<file path="src/rtl/serial_frame_tx_if.sv">
// serial_frame_tx_if: handshake and line bundle for the serial frame transmitter.
// The master side is the word source; the slave side is the transmitter itself.
interface serial_frame_tx_if #(
  parameter int DATA_WIDTH = 8
);

  logic [DATA_WIDTH-1:0] parallelIn;
  logic                  inValid;
  logic                  inReady;
  logic                  serialOut;
  logic                  busy;
  logic                  frameDone;
  logic [15:0]           frameCount;

  modport master (
    output parallelIn,
    output inValid,
    input  inReady,
    input  serialOut,
    input  busy,
    input  frameDone,
    input  frameCount
  );

  modport slave (
    input  parallelIn,
    input  inValid,
    output inReady,
    output serialOut,
    output busy,
    output frameDone,
    output frameCount
  );

endinterface

</file>
<file path="src/rtl/serial_frame_tx.sv">
// serial_frame_tx: parallel-in/serial-out frame transmitter with valid/ready intake,
// start/stop framing, configurable bit period and bit order.
// Optional even-parity bit between data and stop: define SERIAL_FRAME_TX_PARITY_EN.
module serial_frame_tx #(
  parameter int DATA_WIDTH   = 8,
  parameter int CLKS_PER_BIT = 1,
  parameter bit LSB_FIRST    = 1'b1,
  parameter bit IDLE_LEVEL   = 1'b1
) (
  input logic i_clock,
  input logic i_reset_n,
  serial_frame_tx_if.slave bus
);

  localparam logic [15:0] LAST_TICK = 16'(CLKS_PER_BIT - 1);
  localparam logic [6:0]  LAST_BIT  = 7'(DATA_WIDTH - 1);

  typedef enum logic [2:0] {
    ST_IDLE,
    ST_START,
    ST_DATA,
`ifdef SERIAL_FRAME_TX_PARITY_EN
    ST_PARITY,
`endif
    ST_STOP
  } state_t;

  state_t                r_state;
  state_t                w_nextState;
  logic [DATA_WIDTH-1:0] r_shift;
  logic [DATA_WIDTH-1:0] w_nextShift;
  logic [15:0]           r_tick;
  logic [15:0]           w_nextTick;
  logic [6:0]            r_bitIdx;
  logic [6:0]            w_nextBitIdx;
  logic                  r_serialOut;
  logic                  w_nextSerialOut;
  logic                  r_frameDone;
  logic                  w_frameEnd;
  logic [15:0]           r_frameCount;
  logic                  w_lastTick;
  logic                  w_accept;
`ifdef SERIAL_FRAME_TX_PARITY_EN
  logic                  r_parity;
  logic                  w_nextParity;
`endif

  // Bit that goes on the line next, taken from the end chosen by LSB_FIRST.
  function automatic logic headBit(input logic [DATA_WIDTH-1:0] v);
    return LSB_FIRST ? v[0] : v[DATA_WIDTH-1];
  endfunction

  // Drops the bit just sent so the following one moves to the head position.
  function automatic logic [DATA_WIDTH-1:0] shiftOut(input logic [DATA_WIDTH-1:0] v);
    return LSB_FIRST ? (v >> 1) : (v << 1);
  endfunction

  assign w_lastTick     = (r_tick == LAST_TICK);
  assign bus.inReady    = i_reset_n && ((r_state == ST_IDLE) || ((r_state == ST_STOP) && w_lastTick));
  assign w_accept       = bus.inValid && bus.inReady;
  assign bus.busy       = (r_state != ST_IDLE);
  assign bus.serialOut  = r_serialOut;
  assign bus.frameDone  = r_frameDone;
  assign bus.frameCount = r_frameCount;

  // Holds the frame state; reset aborts any frame in flight.
  always_ff @(posedge i_clock) begin
    if (!i_reset_n) begin
      r_state <= ST_IDLE;
    end else begin
      r_state <= w_nextState;
    end
  end

  // Decides the next state and what the line carries next; serialOut is registered,
  // so the value computed here is the bit of the state being entered.
  always_comb begin
    w_nextState     = r_state;
    w_nextShift     = r_shift;
    w_nextTick      = w_lastTick ? 16'd0 : (r_tick + 16'd1);
    w_nextBitIdx    = r_bitIdx;
    w_nextSerialOut = r_serialOut;
    w_frameEnd      = 1'b0;
`ifdef SERIAL_FRAME_TX_PARITY_EN
    w_nextParity    = r_parity;
`endif
    case (r_state)
      ST_IDLE: begin
        w_nextTick      = 16'd0;
        w_nextSerialOut = IDLE_LEVEL;
      end
      ST_START: begin
        if (w_lastTick) begin
          w_nextState     = ST_DATA;
          w_nextBitIdx    = 7'd0;
          w_nextSerialOut = headBit(r_shift);
        end
      end
      ST_DATA: begin
        if (w_lastTick) begin
          if (r_bitIdx == LAST_BIT) begin
`ifdef SERIAL_FRAME_TX_PARITY_EN
            w_nextState     = ST_PARITY;
            w_nextSerialOut = r_parity;
`else
            w_nextState     = ST_STOP;
            w_nextSerialOut = IDLE_LEVEL;
`endif
          end else begin
            w_nextBitIdx    = r_bitIdx + 7'd1;
            w_nextShift     = shiftOut(r_shift);
            w_nextSerialOut = headBit(shiftOut(r_shift));
          end
        end
      end
`ifdef SERIAL_FRAME_TX_PARITY_EN
      ST_PARITY: begin
        if (w_lastTick) begin
          w_nextState     = ST_STOP;
          w_nextSerialOut = IDLE_LEVEL;
        end
      end
`endif
      ST_STOP: begin
        if (w_lastTick) begin
          w_frameEnd      = 1'b1;
          w_nextState     = ST_IDLE;
          w_nextSerialOut = IDLE_LEVEL;
        end
      end
      default: begin
        w_nextState     = ST_IDLE;
        w_nextSerialOut = IDLE_LEVEL;
      end
    endcase
    // Acceptance only happens in IDLE or the last STOP cycle, so it simply
    // overrides whatever those states chose and starts a fresh frame.
    if (w_accept) begin
      w_nextState     = ST_START;
      w_nextShift     = bus.parallelIn;
      w_nextTick      = 16'd0;
      w_nextSerialOut = ~IDLE_LEVEL;
`ifdef SERIAL_FRAME_TX_PARITY_EN
      w_nextParity    = ^bus.parallelIn;
`endif
    end
  end

  // Updates the datapath registers and the completion pulse/counter.
  always_ff @(posedge i_clock) begin
    if (!i_reset_n) begin
      r_shift      <= '0;
      r_tick       <= 16'd0;
      r_bitIdx     <= 7'd0;
      r_serialOut  <= IDLE_LEVEL;
      r_frameDone  <= 1'b0;
      r_frameCount <= 16'd0;
`ifdef SERIAL_FRAME_TX_PARITY_EN
      r_parity     <= 1'b0;
`endif
    end else begin
      r_shift     <= w_nextShift;
      r_tick      <= w_nextTick;
      r_bitIdx    <= w_nextBitIdx;
      r_serialOut <= w_nextSerialOut;
      r_frameDone <= w_frameEnd;
      if (w_frameEnd) begin
        r_frameCount <= r_frameCount + 16'd1;
      end
`ifdef SERIAL_FRAME_TX_PARITY_EN
      r_parity    <= w_nextParity;
`endif
    end
  end

endmodule
</file>
<file path="src/flat_wrapper.sv">
// flat-port wrapper written by rule: the top's interface ports become plain ports
module serial_frame_tx_flat 
#(
  parameter int DATA_WIDTH   = 8,
  parameter int CLKS_PER_BIT = 1,
  parameter bit LSB_FIRST    = 1'b1,
  parameter bit IDLE_LEVEL   = 1'b1
)
  (i_clock, i_reset_n, bus_parallelIn, bus_inValid, bus_inReady, bus_serialOut, bus_busy, bus_frameDone, bus_frameCount);
  serial_frame_tx_if #(.DATA_WIDTH(DATA_WIDTH)) bus_i ();
  input logic i_clock;
  input logic i_reset_n;
  input wire logic [$bits(bus_i.parallelIn)-1:0] bus_parallelIn;
  input wire logic [$bits(bus_i.inValid)-1:0] bus_inValid;
  output wire logic [$bits(bus_i.inReady)-1:0] bus_inReady;
  output wire logic [$bits(bus_i.serialOut)-1:0] bus_serialOut;
  output wire logic [$bits(bus_i.busy)-1:0] bus_busy;
  output wire logic [$bits(bus_i.frameDone)-1:0] bus_frameDone;
  output wire logic [$bits(bus_i.frameCount)-1:0] bus_frameCount;
  assign bus_i.parallelIn = bus_parallelIn;
  assign bus_i.inValid = bus_inValid;
  assign bus_inReady = bus_i.inReady;
  assign bus_serialOut = bus_i.serialOut;
  assign bus_busy = bus_i.busy;
  assign bus_frameDone = bus_i.frameDone;
  assign bus_frameCount = bus_i.frameCount;
  serial_frame_tx #(.DATA_WIDTH(DATA_WIDTH), .CLKS_PER_BIT(CLKS_PER_BIT), .LSB_FIRST(LSB_FIRST), .IDLE_LEVEL(IDLE_LEVEL)) u_core (.i_clock(i_clock), .i_reset_n(i_reset_n), .bus(bus_i));
endmodule
</file>
<file path="config.mk">
export PLATFORM = sky130hd
export DESIGN_NAME = serial_frame_tx_flat
export DESIGN_NICKNAME = d
export VERILOG_FILES = /design/src/rtl/serial_frame_tx_if.sv /design/src/rtl/serial_frame_tx.sv /design/src/flat_wrapper.sv
export SDC_FILE = /design/constraint.sdc
export NUM_CORES = 1
export LEC_CHECK = 0
export CORE_MARGIN = 4
export CORE_UTILIZATION = 52
export CTS_BUF_LIST = sky130_fd_sc_hd__clkbuf_4
export DETAILED_ROUTE_END_ITERATION = 6
export HOLD_SLACK_MARGIN = 0.02
export PLACE_DENSITY = 0.83
export SLEW_MARGIN = 20
export SYNTH_ARGS = -nofsm -noshare
export SYNTH_HDL_FRONTEND = slang
export SYNTH_SLANG_ARGS = --single-unit
</file>
<file path="constraint.sdc">
create_clock -name i_clock -period 2.1 [get_ports i_clock]
set_input_delay 0.315 -clock i_clock [delete_from_list [all_inputs] [get_ports i_clock]]
set_output_delay 0.315 -clock i_clock [all_outputs]
set_load 0.005 [all_outputs]
</file>
======== Word-level counts from Yosys, hierarchy flattened ========
Index checks and enable logic that the tools add are counted.
W data, S select, Z words.
word-level totals
  register bits after elaboration ......... 52
  input bits .............................. 11
  output and inout port bits .............. 20
cells by class
  add/sub/neg operators ................... 3
  equality and inequality tests ........... 15
  multiplexer cells ....................... 22
  bitwise logic cells ..................... 2
  reduce and logical (&&, ||, !) cells .... 17
operators by type and width
  cell                     count
  $add A16 B1 Y16 const B  2
  $mux W8                  4
  $mux W7                  3
  $logic_not A16 Y1        1
  $pmux W7 S2              1
  $mux W3                  4
  $ne A2 B1 Y1 const B     6
  $ne A3 B1 Y1 const B     4
  $pmux W3 S4              1
  $reduce_and A5 Y1        2
  $mux W1                  8
  $add A7 B1 Y7 const B    1
  $eq A7 B3 Y1 const B     1
  $eq A3 B2 Y1 const B     2
  $reduce_and A3 Y1        2
  $reduce_bool A2 Y1       3
  $reduce_and A4 Y1        1
  $reduce_or A4 Y1         1
  $eq A3 B1 Y1 const B     1
  $logic_and A1 B1 Y1      3
  $logic_not A3 Y1         1
  $pmux W1 S3              1
  $reduce_bool A3 Y1       1
  $ne A2 B2 Y1 const B     1
  3 further kinds          4

======== Depth between registers and ports, before layout ========
Gate-level depths: netlist of the first run.
  depth after elaboration ................. 7
  mapped depth ............................ 8
  mapped depth without buffers ............ 7

======== Worst setup path after synthesis of the first run ========
OpenSTA, ideal clock, no wires.
  path kind ............................... reg2reg
  start ................................... register u_core.r_state[0]
  end ..................................... register u_core.r_frameCount[10], in the netlist u_core.bus.frameCount[10]
  setup time .............................. 0.115 ns
  data arrival time ....................... 2.134 ns
  path slack .............................. -0.149 ns
  cell stages (with the launch flop) ...... 8
  buffers on the path ..................... 1
  period minus slack after synthesis ...... 2.249 ns
  cell sequence ........................... dfxtp_1 ha_1 or4b_2 nor4_1 buf_2 nand4_1 xnor2_1 and2_1
between the ends
  cells in the longest elaborated chain, start to end .. 2
RTL lines
  element                   line                    text
  start: declaration        serial_frame_tx.sv:28   state_t r_state;
  start signal: assignment  serial_frame_tx.sv:71   r_state <= w_nextState;
  $eq A3 B2 Y1              serial_frame_tx.sv:87   case (r_state)
  $mux W1                   serial_frame_tx.sv:87
  end signal: assignment    serial_frame_tx.sv:168  r_frameCount <= r_frameCount + 16'd1;
  end: declaration          serial_frame_tx.sv:40   logic [15:0] r_frameCount;
No other way between the ends.
A chain may end at the register's enable or synchronous reset.

======== Worst setup path after layout of the first run ========
  start ................................... register u_core.r_tick[0]
  end ..................................... register u_core.r_state[1]
between the ends
  cells in the longest elaborated chain, start to end .. 6
  elaborated cells between the ends (all ways) .. 10
  those cells by class .................... eq/ne (3); reduce/logical (7)
RTL lines
  element                     line                    text
  start: declaration          serial_frame_tx.sv:32   logic [15:0] r_tick;
  start signal: assignment    serial_frame_tx.sv:163  r_tick <= w_nextTick;
  $logic_not A16 Y1 *         serial_frame_tx.sv:58   assign w_lastTick = (r_tick == LAST_TICK);
  $logic_and A1 B1 Y1         serial_frame_tx.sv:59   assign bus.inReady = i_reset_n && ((r_state == ST_IDLE) || ((r_state == ST_STOP) && w_lastTick));
  $logic_or A1 B1 Y1          serial_frame_tx.sv:59
  $logic_and A1 B1 Y1         serial_frame_tx.sv:59
  $logic_and A1 B1 Y1         serial_frame_tx.sv:60   assign w_accept = bus.inValid && bus.inReady;
  $reduce_or A2 Y1 (no line)  --
Every way passes the cells marked *; elsewhere a longest branch is shown, timed or not.

==> summary.md, run 1 <==
The final reports fail on negative setup slack. Of the total synthesized cell area, the portion taken by AND, OR, NAND and NOR gates is 28.7%. The power per unit of standard cell area came out at 722 nW/um^2. The hold violation count in the final report was 0; the met2 layer usage reported by global route was 42.9%. Summed over all layers, the global routing overflow is 0. The number of cells on the worst reg-to-reg path is 8.

Hold repair after CTS inserted 0 buffers. The achievable frequency is 426 MHz, and the growth of design area from synthesis to finish is 39.2%. The proportion of synthesized flip-flops having asynchronous set or reset works out to 0%. The synthesized-area fraction occupied by xor and xnor cells is 6.67%. In the routed design, unresolved DRC markers number 0.

Dividing the detail-routed via count by the number of cells gives 5.73. The tools report the clock root buffer as sky130_fd_sc_hd__clkbuf_4. The antenna diode count came out at 0. Sorting the synthesized cells by area gives the leading types as sky130_fd_sc_hd__dfxtp_1 39%, sky130_fd_sc_hd__xor2_1 5.0%, sky130_fd_sc_hd__o21ai_0 4.8%.

Yosys instantiated no cell more often than sky130_fd_sc_hd__dfxtp_1. Setup repair after global routing could not meet its margin everywhere. The tightest min-delay check is of the in2reg type.

The count of nets left with antenna violations once routing finished came out at 0. In this run the worst setup path begins at u_core.r_tick[0]. Number of antenna violations at the first check in global routing: 0.

The tools report the length of the first detailed-routing pass in iterations as 4. Type of element capturing the critical path: a flop. The clock transition at the registers of the reported paths came out at 0.16 ns. The dominant combinational cell family by area after synthesis is simple AND/OR/NAND/NOR gates.

Adding up every negative setup slack in the final design gives -2.57 ns. The number of levels in the clock H-tree was 2. Counting flops with a built-in enable in the synthesized netlist gives 0. The area share of the largest cell type after synthesis came out at 38.9%. The worst min-delay path startpoint was bus_parallelIn[7].

After synthesis the netlist holds a flip-flop and latch count of 51. The startpoint of the worst-slack reg-to-reg timing path is u_core.r_tick[0]. In this run the deepest clock path goes through 2 buffers. The tools report the maximum number of pins on one net before global-route repair as 19. TritonCTS built the clock tree. The worst hold path depth is 3, and the worst-case register-to-register setup slack is -0.25 ns. The logs give 5 for the number of buffers inserted during clock tree synthesis and 0 for the total number of yosys warnings. After layout, the minimum clock period comes to 2.35 ns. For this run, the total global-route usage over all layers was measured as 23.1%. met2 is the most crowded layer.

The synthesized netlist devotes 13.6% of its cell area to compound gates. For the setup slack after layout, the log shows -0.247 ns. Hold path endpoint: u_core.r_shift[7]. The number of instances in the synthesized netlist is 305.

The logs give 51 for the number of sinks handled by clock tree synthesis and 2.38 ns for the required time at the worst-slack endpoint. The initial core utilization was 54.5%. In the synthesized netlist the dominant register cell turns out to be sky130_fd_sc_hd__dfxtp_1. The share of the cycle needed by the critical path after routing works out to 112%. The source-to-sink clock delay at the later pin of the worst-skew pair was 0.39 ns. The worst setup skew after layout is 0.0178 ns, and the maximum vdd drop is 0.439 mV.

For the pin with the worst max-slew slack, the measured transition is 0.464 ns. The overall routed net length was 7.13 mm; the via count was 2550. The analysis attributes to cell leakage a power of 1.32 nW. The floorplan has 25 rows. The mapped netlist covers 2630 um^2. The total area inside the core boundary comes to 4820 um^2.

Measured along the x axis, the die boundary spans 79.1 um. Measured against the total synthesized area, the mux share comes to 3.43%. For the total die area, the log shows 6250 um^2.

The classification of the worst setup path was reg2reg. Across all hold checks on the routed design, the worst slack comes to 0.488 ns. Input and output buffers added on the ports amount to 30. After synthesis, flip-flops and latches occupy 38.9% of the total area. Headroom to the max-slew limit came out at 69.0%.

The number of global-route vias before repair is 2535. The flow ran to the end, but the final reports show violations. STA classifies the critical path startpoint as a flop.

After synthesis, the most frequently instantiated cells are 51 x sky130_fd_sc_hd__dfxtp_1, 29 x sky130_fd_sc_hd__nor2_1, 25 x sky130_fd_sc_hd__o21ai_0, 22 x sky130_fd_sc_hd__a21oi_1, 21 x sky130_fd_sc_hd__nand2_1. In the final routed layout, each cell accounts on average for 16.0 um. In this run the worst path has a maximum fanout of 2.

The congestion estimate from routability-driven global placement came to 0.827. The endpoint identified for the worst register-to-register timing path is u_core.r_state[1]. The synthesized netlist devotes 3.81% of its cell area to adder and majority cells. In this run, the number of DRC markers left after iteration 0 of detailed routing was 134.

The max-slew violation total from the final report was 0; the die span in y was 79.1 um. Global routing consumed, on the met1 layer, 25.5% of the routing resources. The logs give 4.30 mm for the final HPWL from detailed placement and 0 for the number of max-capacitance violations reported. Synthesis produced a netlist with a net count of 324.

For the global-route wire length before repair, the log shows 11.4 mm. For the worst setup path, the data arrival time is 2.63 ns. Setup violations remaining at the end of the flow were counted as 39.

Number of nets in the layout: 396. Number of distinct library cells after synthesis: 49. Met3 track demand over resource in global routing: 4.54%.

Each instance of the synthesized netlist takes up on average 8.61 um^2. Total power for the finished layout comes to 2.64 mW. Cells with a size suffix above 1 make up 28.0% of the layout. The boundary pin count came out at 31. The synthesized design spends more area on one cell type than any other, namely sky130_fd_sc_hd__dfxtp_1.
-- layout by cell type (no fill, tap or decap), types with 9 or more instances in the layout --
cell                              instances
sky130_fd_sc_hd__o21ai_0                 13
sky130_fd_sc_hd__dfxtp_1                 42
sky130_fd_sc_hd__nand2_1                 21
sky130_fd_sc_hd__or3_1                   12
sky130_fd_sc_hd__dfxtp_2                  9
sky130_fd_sc_hd__nand3_1                 13
sky130_fd_sc_hd__a21oi_1                 18
sky130_fd_sc_hd__xor2_1                  15
sky130_fd_sc_hd__clkdlybuf4s50_1         28
sky130_fd_sc_hd__mux2i_1                  9
sky130_fd_sc_hd__inv_1                   10
sky130_fd_sc_hd__buf_6                    9
sky130_fd_sc_hd__buf_4                   35
sky130_fd_sc_hd__nor2_1                  27
sky130_fd_sc_hd__nand4_1                 16
-- state kept, by name, indices dropped and copies added (netlist names) --
| register | cells |
|---|---|
| u_core.r_shift | 8 |
| u_core.r_tick | 16 |
| u_core.r_bitIdx | 7 |
| u_core.r_state | 2 |
| u_core.bus.serialOut | 1 |
| u_core.bus.frameCount | 16 |
| u_core.bus.frameDone | 1 |
-- how the worst max path moves through the flow --
stage	slack [ns]	end
5_1_grt	-0.36	bus_inReady
3_3_place_gp	-0.19	bus_inReady
3_5_place_dp	-0.21	u_core.bus.frameCount[11]
6_report	-0.25	u_core.r_state[1]
2_1_floorplan	-0.03	u_core.r_state[1]
4_1_cts	-0.19	bus_inReady
-- cells by family after synthesis --
group,after synthesis
multiplexers,9
flip-flops,51
adder cells (fa/ha/maj),8
AO/OA/AOI/OAI,62
XOR/XNOR,20
buffers and inverters,27
AND/OR/NAND/NOR,128
-- metrics by stage --
stage               util, %  std cells  cell area (um^2)  setup slack, ns
global route           75.9        445              3660           -0.360
detailed placement     67.3        427              3240           -0.213
global placement       67.3        427              3240           -0.187
CTS                    73.8        445              3550           -0.189
finish                 75.9        445              3660           -0.247
floorplan                 -        305              2640          -0.0328
-- layer usage --
layer | up-vias | part of all wire (%)
met2 | 58 | 53
met5 | - | 0
li1 | 1236 | -
met4 | 0 | 2.9
met1 | 1234 | 39
met3 | 22 | 4.5
-- timing repair --
action                                  in CTS  in global routing
pin swaps                                   28                 17
resized for setup                           37                 34
endpoints found under the setup margin      41                 46
gates cloned                                 2                  0
buffers inserted                             8                  1
-- power by group --
part	internal [mW]	leakage, nW	total, mW	switching [mW]
logic	0.405	0.850	0.863	0.459
registers	1.03	0.417	1.08	0.0464
clock network	0.370	0.0514	0.699	0.329
-- critical path: stages (launching register included) --
cell and delay [ns]:
sky130_fd_sc_hd__dfxtp_2 0.35, sky130_fd_sc_hd__inv_2 0.06, sky130_fd_sc_hd__ha_4 0.13, sky130_fd_sc_hd__or4b_4 0.49, sky130_fd_sc_hd__buf_6 0.15, sky130_fd_sc_hd__or4_4 0.45, sky130_fd_sc_hd__a221oi_4 0.28, sky130_fd_sc_hd__mux2i_1 0.28
sky130_fd_sc_hd__nor3_2 0.05
-- layout make-up --
class                           count  area (um^2)
Clock buffer                        5         37.5
Clock inverter                      3         67.6
Fill cell                         324         1160
Inverter                           14         55.1
Multi-Input combinational cell    228         1660
Sequential cell                    51         1030
Tap cell                           67         83.8
Timing Repair Buffer               77          724
Note: power is estimated with default switching activity, not from simulation.
==> run 2, diff against run 1 <==
Settings changed: CORE_MARGIN 4 to 1.5, SLEW_MARGIN 20 to unset.
==> run 2 against run 1 <==
Effect of this change: the flow still finishes with violations (negative setup slack); critical endpoint unchanged; global-route usage rose by 3.0 points; combinational power shrank 4.4%; worst setup slack better by 0.038 ns; clock-buffer cell count stayed put; clock power down 17%; highest routed layer unchanged; sequential share of layout area rose by 0.57 points; register-to-register slack gained 0.04 ns; utilization down 1.0 points; flip-flop and latch count is the same; via count rose by 0.20%; sequential power hardly changed.
==> summary.md, run 2 (same netlist as run 1, synthesis figures left out) <==
For hold timing, the worst endpoint is u_core.r_bitIdx[1]. After the first detailed-routing iteration, the DRC count stood at 265. At the later pin of the worst-skew pair, clock insertion delay measures 0.38 ns.

Counting tap cells, the placed design contains a total of 427 instances. The cts-stage hold buffer count was 0; the power per unit of standard cell area was 693 nW/um^2. The tool flagged a number of max-cap violations equal to 0. The tools report the worst min-delay path startpoint as u_core.r_bitIdx[1]. TritonCTS built the clock tree. Measured in cells, the most critical reg-to-reg path has a length of 8. The analysis attributes to cell leakage a power of 1.29 nW. After floorplanning, the core was divided into 25 placement rows. The count of cells in the finished layout, fillers not included, comes to 445.

Global routing consumed, on the met3 layer, 5.01% of the routing resources. For the total DRC errors in the routed layout, the log shows 0. Traced cell by cell, the critical path runs through inv_2 -> ha_4 -> or4b_4 -> buf_6 -> or4_4 -> a221oi_4 -> mux2i_1 -> nor3_2.

31 I/O pins were placed. The global-route wire length before repair is 11.2 mm. Entering global routing, the biggest net connects 19 pins. The min-delay analysis places its worst path in the category reg2reg.

In the final routed layout, each cell accounts on average for 16.3 um. The worst setup path is launched from a flop. After the last flow step, the layout net total stands at 396.

On the final layout, the worst clock skew is 0.0199 ns. Of all nets on the critical path, the largest fanout is 2. The final hold slack was 0.474 ns; the clock transition at the registers of the reported paths was 0.16 ns. STA puts the critical path data arrival time at 2.59 ns.

The hold violation count in the final report is 0. Classification of the worst setup path: reg2reg. The worst hold path depth works out to 2. The overall routed net length came out at 7.26 mm. The slowest stage of the critical path belongs to the cell sky130_fd_sc_hd__or4b_4. The longest clock path from root to sink contains 2 buffers. The run gives 2555 as the via count. The checks that failed: negative setup slack.

For the length of the first detailed-routing pass in iterations, the log shows 4. Dividing the detail-routed via count by the number of cells gives 5.74. The family with the most delay on the worst path is simple AND/OR/NAND/NOR gates. The fraction of final layout cells sized beyond drive strength 1 works out to 26.2%.

Most used routing layer in global routing: met2. In the global route stage, met1 resource usage came out at 28.7%. CTS saw 51 sinks. Once the floorplan was initialized, standard cells occupied 54.9% of the core. The tools report the startpoint of the worst-slack reg-to-reg timing path as u_core.r_tick[0].

Setup repair after global routing could not meet its margin everywhere. The setup total negative slack is -3.85 ns. The die outline width was 74.1 um; the worst slew slack as a fraction of its limit was 69.9%.

The floorplan step defined a die boundary enclosing 5490 um^2. The run gives 35 as the final-report setup violation count. The tools report the number of buffers inserted during clock tree synthesis as 5.

In this run the number of cells on the critical path is 8. The worst path in the final design needs a cycle of 2.31 ns, including I/O delays and setup. For met2 alone, demand over resource in global routing was 48.7%. Number of I/O port buffers: 30.

The tools report the max-slew violation total from the final report as 0. Type of element capturing the critical path: a flop. The most common library cell in the layout ignoring fill and taps was sky130_fd_sc_hd__dfxtp_1. For this run, the slowest stage of the critical path takes 0.48 ns. The maximum vdd drop is 0.432 mV, and the number of levels in the clock H-tree is 2. The placed instances occupy a cell area of 3240 um^2. The detail route stage leaves a number of antenna-violating nets equal to 0.

Growth of design area from synthesis to finish: 36.5%. The library cells used most frequently in the layout, excluding fill and tap cells, are 42 x sky130_fd_sc_hd__dfxtp_1, 37 x sky130_fd_sc_hd__buf_4, 28 x sky130_fd_sc_hd__clkdlybuf4s50_1. For this run the aggregate overflow at the end of global routing stands at 0. In this run the register-to-register setup slack is -0.21 ns. The achievable frequency was 433 MHz; the number of antenna violations at the first check in global routing was 0. The number of antenna diodes in the final layout is 0. The tools report the number of global-route vias before repair as 2479.

The destination of the worst register-to-register timing path was u_core.r_state[1]. The run gives -0.209 ns as the setup slack after layout. The core region is 4790 um^2. For this run, the share of the core covered by cells in the final layout is 74.9%. Once detailed placement completed, the half-perimeter wirelength came to 4.54 mm. For the worst setup path, the data required time is 2.38 ns. The number of buffer and inverter instances along the worst setup path is 2. At the pin with the least slew margin, the transition time is 0.451 ns. In this run the clock root is driven by a sky130_fd_sc_hd__clkbuf_4. Area of all placed cells without fillers: 3590 um^2.

The flow ran to the end, but the final reports show violations. The share of the cycle needed by the critical path after routing works out to 110%. Global routing used 26.1% of the available tracks. The layout has 318 filler cells.

The congestion estimate from routability-driven global placement came to 0.886. Die span in y: 74.1 um.
## run 2: cell count changes in the layout (fill, tap and decap cells not counted), sizes merged
| cell | before | now |
|---|---|---|
| buf | 48 | 49 |
| bufinv | 2 | 1 |
| clkinv | 1 | 2 |
| clkinvlp | 1 | 0 |
| inv | 13 | 14 |
| nand4 | 18 | 17 |
## run 2: where the power goes
part	internal (mW)	switching, mW	total, mW
Combinational	0.378	0.447	0.825
Clock	0.252	0.329	0.580
Sequential	1.03	0.0450	1.08
Total	1.66	0.821	2.48
## run 2: repair_timing
item	CTS	global route
hold endpoints to repair	0	0
gates resized for setup	45	12
cloned	1	0
endpoints found under the setup margin	42	44
pin swaps	35	14
setup buffers	7	3
## run 2: per-layer routing
metal,wire (um),vias up
met3,248,18
met1,2940,1234
li1,-,1240
met4,160,0
met2,3920,63
met5,0,-
## run 2: worst max path at each step
stage                           start                   endpoint  slack [ns]
global route         u_core.r_tick[0]                bus_inReady       -0.31
global placement    u_core.r_state[0]                bus_inReady       -0.18
floorplan           u_core.r_tick[14]          u_core.r_state[1]       -0.03
finish               u_core.r_tick[0]          u_core.r_state[1]       -0.21
detailed placement   u_core.r_tick[5]  u_core.bus.frameCount[12]       -0.21
CTS                 u_core.r_tick[11]                bus_inReady       -0.17
## run 2: layout make-up
| type | count | area (um^2) | share of cell area (%) |
|---|---|---|---|
| multi-input cells | 227 | 1610 | 44.9 |
| inverters | 14 | 52.6 | 1.47 |
| clock buffers | 5 | 37.5 | 1.05 |
| repair buffers | 78 | 728 | 20.3 |
| well taps | 67 | 83.8 | 2.34 |
| clock inverters | 3 | 42.5 | 1.19 |
| flip-flops and latches | 51 | 1030 | 28.8 |
## run 2: stage by stage
stage	setup slack, ns	total power, mW
floorplan	-0.0328	1.52
global placement	-0.175	1.72
detailed placement	-0.209	1.74
CTS	-0.170	2.38
global route	-0.313	2.59
finish	-0.209	2.48
## run 2: worst register-to-register path: stages, from the launching register on
cell	delay, ns
sky130_fd_sc_hd__dfxtp_2	0.35
sky130_fd_sc_hd__inv_2	0.06
sky130_fd_sc_hd__ha_4	0.13
sky130_fd_sc_hd__or4b_4	0.48
sky130_fd_sc_hd__buf_6	0.14
sky130_fd_sc_hd__or4_4	0.44
sky130_fd_sc_hd__a221oi_4	0.30
sky130_fd_sc_hd__mux2i_1	0.26
sky130_fd_sc_hd__nor3_2	0.05
